$ cat config.mk
export PLATFORM = sky130hd
export DESIGN_NAME = count_snapshot
export DESIGN_NICKNAME = d
export VERILOG_FILES = /design/src/rtl/count_snapshot.sv
export SDC_FILE = /design/constraint.sdc
export NUM_CORES = 1
export LEC_CHECK = 0
export BUFFER_PORTS_ARGS = -buffer_cell sky130_fd_sc_hd__buf_2
export CORE_ASPECT_RATIO = 0.8
export CORE_MARGIN = 1.5
export CORE_UTILIZATION = 35
export DETAILED_ROUTE_END_ITERATION = 10
export GPL_TIMING_DRIVEN = 0
export PLACE_DENSITY = 0.53
export SYNTH_ARGS = -nofsm -noshare
export SYNTH_HDL_FRONTEND = slang
export SYNTH_SLANG_ARGS = --single-unit
$ cat constraint.sdc
create_clock -name clk -period 2 [get_ports clk]
set_input_delay 0.1 -clock clk [delete_from_list [all_inputs] [get_ports clk]]
set_output_delay 0.1 -clock clk [all_outputs]
set_load 0.03 [all_outputs]
$ cat src/rtl/count_snapshot.sv
// Snapshot FIFO: captures a free-running count value on request and presents the oldest
// sample first-word-fall-through. Define COUNT_SNAPSHOT_DROPCNT_EN to add the drop_count output.
module count_snapshot #(
    parameter int unsigned WIDTH = 8,
    parameter int unsigned DEPTH = 4
) (
    input  logic                   clk,
    input  logic                   reset,
    input  logic [WIDTH-1:0]       count_in,
    input  logic                   capture,
    output logic [WIDTH-1:0]       out_data,
    output logic                   out_valid,
    input  logic                   out_ready,
    output logic [$clog2(DEPTH):0] level,
    output logic                   overflow,
    input  logic                   clear_ovf
`ifdef COUNT_SNAPSHOT_DROPCNT_EN
    ,
    output logic [7:0]             drop_count
`endif
);

    localparam int unsigned AW = $clog2(DEPTH);
    localparam logic [AW:0] FullLevel = DEPTH[AW:0];

    logic [WIDTH-1:0] mem_q [DEPTH];
    logic [AW-1:0]    rd_ptr_q, rd_ptr_d;
    logic [AW-1:0]    wr_ptr_q, wr_ptr_d;
    logic [AW:0]      level_q, level_d;
    logic             overflow_q, overflow_d;
    logic             full, pop, push, drop;

    assign full = (level_q == FullLevel);
    assign pop  = (level_q != '0) && out_ready;
    // A full FIFO still accepts a capture when the head leaves on the same edge.
    assign push = capture && (!full || pop);
    assign drop = capture && full && !pop;

    always_comb begin
        rd_ptr_d   = rd_ptr_q;
        wr_ptr_d   = wr_ptr_q;
        level_d    = level_q;
        overflow_d = overflow_q;
        if (pop) begin
            rd_ptr_d = rd_ptr_q + AW'(1);
        end
        if (push) begin
            wr_ptr_d = wr_ptr_q + AW'(1);
        end
        unique case ({push, pop})
            2'b10:   level_d = level_q + 1'b1;
            2'b01:   level_d = level_q - 1'b1;
            default: level_d = level_q;
        endcase
        if (clear_ovf) begin
            overflow_d = 1'b0;
        end
        if (drop) begin
            overflow_d = 1'b1;
        end
    end

    always_ff @(posedge clk) begin
        if (!reset) begin
            rd_ptr_q   <= '0;
            wr_ptr_q   <= '0;
            level_q    <= '0;
            overflow_q <= 1'b0;
        end else begin
            rd_ptr_q   <= rd_ptr_d;
            wr_ptr_q   <= wr_ptr_d;
            level_q    <= level_d;
            overflow_q <= overflow_d;
        end
    end

    always_ff @(posedge clk) begin
        if (reset && push) begin
            mem_q[wr_ptr_q] <= count_in;
        end
    end

    assign out_valid = (level_q != '0);
    assign out_data  = out_valid ? mem_q[rd_ptr_q] : '0;
    assign level     = level_q;
    assign overflow  = overflow_q;

`ifdef COUNT_SNAPSHOT_DROPCNT_EN
    logic [7:0] drop_cnt_q, drop_cnt_d;

    always_comb begin
        drop_cnt_d = drop_cnt_q;
        if (clear_ovf) begin
            drop_cnt_d = drop ? 8'd1 : 8'd0;
        end else if (drop && drop_cnt_q != 8'hFF) begin
            drop_cnt_d = drop_cnt_q + 8'd1;
        end
    end

    always_ff @(posedge clk) begin
        if (!reset) begin
            drop_cnt_q <= 8'd0;
        end else begin
            drop_cnt_q <= drop_cnt_d;
        end
    end

    assign drop_count = drop_cnt_q;
`endif

endmodule
==> impl_metrics.sql <==
INSERT INTO impl_metrics (metric_group, metric, value, unit) VALUES
('cells_and_area', 'area.growth.synth_to_final', '18.6', '%'),
('synthesis', 'synth_flop_cell', 'sky130_fd_sc_hd__edfxtp_1', ''),
('cts', 'clkLatencyLatePin', '0.29', 'ns'),
('cts', 'post-cts-setup-buffers', '1', ''),
('synthesis', 'synth.ff_latch_count', '42', ''),
('sta', 'setup_viol_count_final', '0', ''),
('floorplan', 'die-area', '5730', 'sq um'),
('global_route', 'first_global_vias', '1079', ''),
('floorplan', 'standard_cell_core_area', '5040', 'sq um'),
('cts', 'ctsHtreeMaxLevel', '2', ''),
('critical_path', 'path_max_fanout', '10', ''),
('sta', 'worst_hold_slack', '0.0195', 'ns'),
('cells_and_area', 'final_net_count', '175', ''),
('floorplan', 'floorplan.die.height', '68.0', 'microns'),
('sta', 'post-route-period-util', '0.937', ''),
('sta', 'final.setup.tns', '0', 'ns'),
('cells_and_area', 'num_antenna_cells', '0', ''),
('synthesis', 'synthesis.area', '1850', 'sq um'),
('sta', 'finalMaxSlewViolations', '0', ''),
('synthesis', 'synth_top_cell_by_area', 'sky130_fd_sc_hd__edfxtp_1', ''),
('routing', 'routed_via_density', '4.75', ''),
('routing', 'drt.antenna.violating_nets', '0', ''),
('global_route', 'globalRouteOverflowTotal', '0', ''),
('job', 'max_cap_violations', '0', ''),
('synthesis', 'synth.yosys.warnings', '0', ''),
('synthesis', 'synthDominantCellAreaShare', '0.520', ''),
('synthesis', 'synth.avg_cell_area', '14.8', 'sq um'),
('floorplan', 'design.portCount', '26', ''),
('synthesis', 'synth_seq_area_share', '0.628', ''),
('routing', 'detail_route.iter0.violations', '48', ''),
('synthesis', 'synthTopCellsByArea', 'sky130_fd_sc_hd__edfxtp_1 52%, sky130_fd_sc_hd__dfxtp_1 11%, sky130_fd_sc_hd__mux4_2 9.7%', ''),
('sta', 'rsz_0062_raised_after_global_routing', 'false', ''),
('sta', 'hold_violation_total_from_the_final_report', '0', ''),
('critical_path', 'rr_worst_depth', '4', ''),
('cts', 'cell_chosen_for_the_clock_root', 'sky130_fd_sc_hd__clkbuf_8', ''),
('synthesis', 'async_reset_ff_frac', '0', ''),
('synthesis', 'synth.net_count', '143', ''),
('critical_path', 'arrival', '1.79', 'ns'),
('critical_path', 'crit_path_end_kind', 'register', ''),
('critical_path', 'critical_path.startpoint_type', 'register', ''),
('power', 'power.density_cell_area', '1350', 'nW/um^2'),
('run_status', 'run_status', 'completed', ''),
('sta', 'worstMarginPinSlew', '0.870', 'ns'),
('cts', 'path_clk_slew', '0.08', 'ns'),
('placed_design', 'detailed_place.area', '2050', 'sq um'),
('power', 'leakage_component_of_the_power', '0.815', 'nW'),
('global_route', 'antenna_found_initial', '0', ''),
('cts', 'clock_sink_count', '42', ''),
('placed_design', 'io_buffer_count', '24', ''),
('cells_and_area', 'layout.filler_cells', '458', ''),
('synthesis', 'synth_cell_types', '30', ''),
('floorplan', 'die-width', '84.2', 'microns'),
('global_route', 'maximum_number_of_pins_on_one_net_before_global_route_repair', '15', ''),
('sta', 'max_clock_freq', '534', 'MHz'),
('hold_path', 'worst_hold_path_cell_count', '1', ''),
('synthesis', 'count_leader_synth', 'sky130_fd_sc_hd__edfxtp_1', ''),
('sta', 'finalCriticalPeriod', '1.87', 'ns'),
('floorplan', 'initial_standard_cell_utilization_of_the_core', '0.367', ''),
('placed_design', 'gpl.final_weighted_congestion', '0.712', ''),
('hold_path', 'hold_path.class', 'in2reg', ''),
('power', 'peakVddDrop', '0.000494', 'V'),
('routing', 'drt_first_pass_iters', '4', ''),
('synthesis', 'cell_types_with_the_highest_counts_after_synthesis', '32 x sky130_fd_sc_hd__edfxtp_1, 11 x sky130_fd_sc_hd__inv_1, 10 x sky130_fd_sc_hd__dfxtp_1, 10 x sky130_fd_sc_hd__nor2_1, 10 x sky130_fd_sc_hd__nor2b_1', ''),
('critical_path', 'timing_worst_setup_path_type', 'reg2reg', ''),
('global_route', 'track_usage', '0.125', ''),
('cts', 'post_cts_resize_count', '0', ''),
('cts', 'clockBufferDepth', '2', ''),
('cells_and_area', 'finalInstanceArea', '2190', 'sq um'),
('routing', 'totalWireLength', '3150', 'microns'),
('routing', 'wl_per_instance', '14.3', 'microns'),
('global_route', 'grt_pass1_wl', '5230', 'microns');
==> final cells by class <==
cell class              instances  area [sq um]  area share
clock buffers                   5          68.8      0.0314
multi-input cells              65           594       0.271
well taps                      62          77.6      0.0354
flip-flops and latches         42          1160       0.530
inverters                      11          41.3      0.0188
clock inverters                 3          68.8      0.0314
repair buffers                 25           128      0.0583
plain buffers                   7          51.3      0.0234
==> through the flow <==
step	total power, mW	instances	worst slack [ns]	util
2_1_floorplan	1.91	125	0.0174	-
3_3_place_gp	2.16	211	0.0340	0.406
3_5_place_dp	2.18	211	0.00286	0.406
4_1_cts	3.00	220	0.0542	0.435
6_report	2.95	220	0.126	0.435
5_1_grt	3.12	220	0.0142	0.435
==> flip-flops by register name, summed over array words and instances, names as in the netlist, named ones only <==
name	cells
mem_q	32
wr_ptr_q	2
level	3
rd_ptr_q	2
overflow	1
==> cells by family after synthesis <==
group	synth area share
mux	0.114
fa+ha+maj	0.0379
simple gates	0.114
compound gates	0.0413
xor+xnor	0.0142
buf+inv	0.0501
flops	0.628
==> layout by cell type (no fill, tap or decap) <==
| cell | n |
|---|---|
| sky130_fd_sc_hd__o21ai_0 | 2 |
| sky130_fd_sc_hd__nor4b_1 | 2 |
| sky130_fd_sc_hd__xnor2_1 | 1 |
| sky130_fd_sc_hd__mux4_2 | 8 |
| sky130_fd_sc_hd__dfxtp_1 | 10 |
| sky130_fd_sc_hd__nand3_1 | 3 |
| sky130_fd_sc_hd__clkbuf_1 | 1 |
| sky130_fd_sc_hd__inv_1 | 10 |
| sky130_fd_sc_hd__clkinv_4 | 1 |
| sky130_fd_sc_hd__buf_4 | 3 |
| sky130_fd_sc_hd__o311ai_0 | 1 |
| sky130_fd_sc_hd__bufinv_16 | 2 |
| sky130_fd_sc_hd__buf_6 | 2 |
| sky130_fd_sc_hd__a221oi_2 | 1 |
| sky130_fd_sc_hd__o31ai_1 | 1 |
| sky130_fd_sc_hd__nand3_2 | 1 |
| sky130_fd_sc_hd__nor2b_1 | 10 |
| sky130_fd_sc_hd__nor2_1 | 10 |
| sky130_fd_sc_hd__edfxtp_1 | 32 |
| sky130_fd_sc_hd__or3b_1 | 1 |
| sky130_fd_sc_hd__nand2_1 | 3 |
| sky130_fd_sc_hd__o21a_1 | 1 |
| sky130_fd_sc_hd__inv_2 | 1 |
| sky130_fd_sc_hd__nand2b_1 | 3 |
| sky130_fd_sc_hd__fa_1 | 1 |
| sky130_fd_sc_hd__ha_1 | 4 |
| sky130_fd_sc_hd__a31oi_1 | 2 |
| sky130_fd_sc_hd__or4b_4 | 1 |
| sky130_fd_sc_hd__xor2_1 | 2 |
| sky130_fd_sc_hd__nor3_4 | 1 |
| sky130_fd_sc_hd__clkbuf_8 | 5 |
| sky130_fd_sc_hd__mux2i_1 | 3 |
| sky130_fd_sc_hd__a21oi_1 | 3 |
| sky130_fd_sc_hd__buf_2 | 26 |
==> worst paths after layout <==
kind | slack [ns] | endpoint | start
max | 0.13 | mem_q[1][5]$_DFFE_PP_ | level[2]$_SDFFE_PN0P_
min | 0.02 | mem_q[1][3]$_DFFE_PP_ | count_in[3]
max reg2reg | 0.13 | mem_q[1][5]$_DFFE_PP_ | level[2]$_SDFFE_PN0P_
min reg2reg | 0.53 | wr_ptr_q[1]$_SDFFE_PN0P_ | wr_ptr_q[1]$_SDFFE_PN0P_
==> layer usage <==
layer	track usage	part of all wire	routed length, microns
met2	0.212	0.48	1510
met4	0.0553	0.014	45
met1	0.153	0.47	1480
met3	0.0326	0.034	108
met5	0	0	0
==> worst max-delay path, stage by stage, from the launching register on <==
cell and delay [ns]:
sky130_fd_sc_hd__dfxtp_1 0.31, sky130_fd_sc_hd__buf_2 0.18, sky130_fd_sc_hd__or4b_4 0.24, sky130_fd_sc_hd__nand3_2 0.10, sky130_fd_sc_hd__nor2_1 0.67
==> power breakdown <==
group          internal (mW)  switching, mW
registers               1.02         0.0305
logic                  0.435          0.681
clock network          0.500          0.289
(Power assumes the default switching activity.)
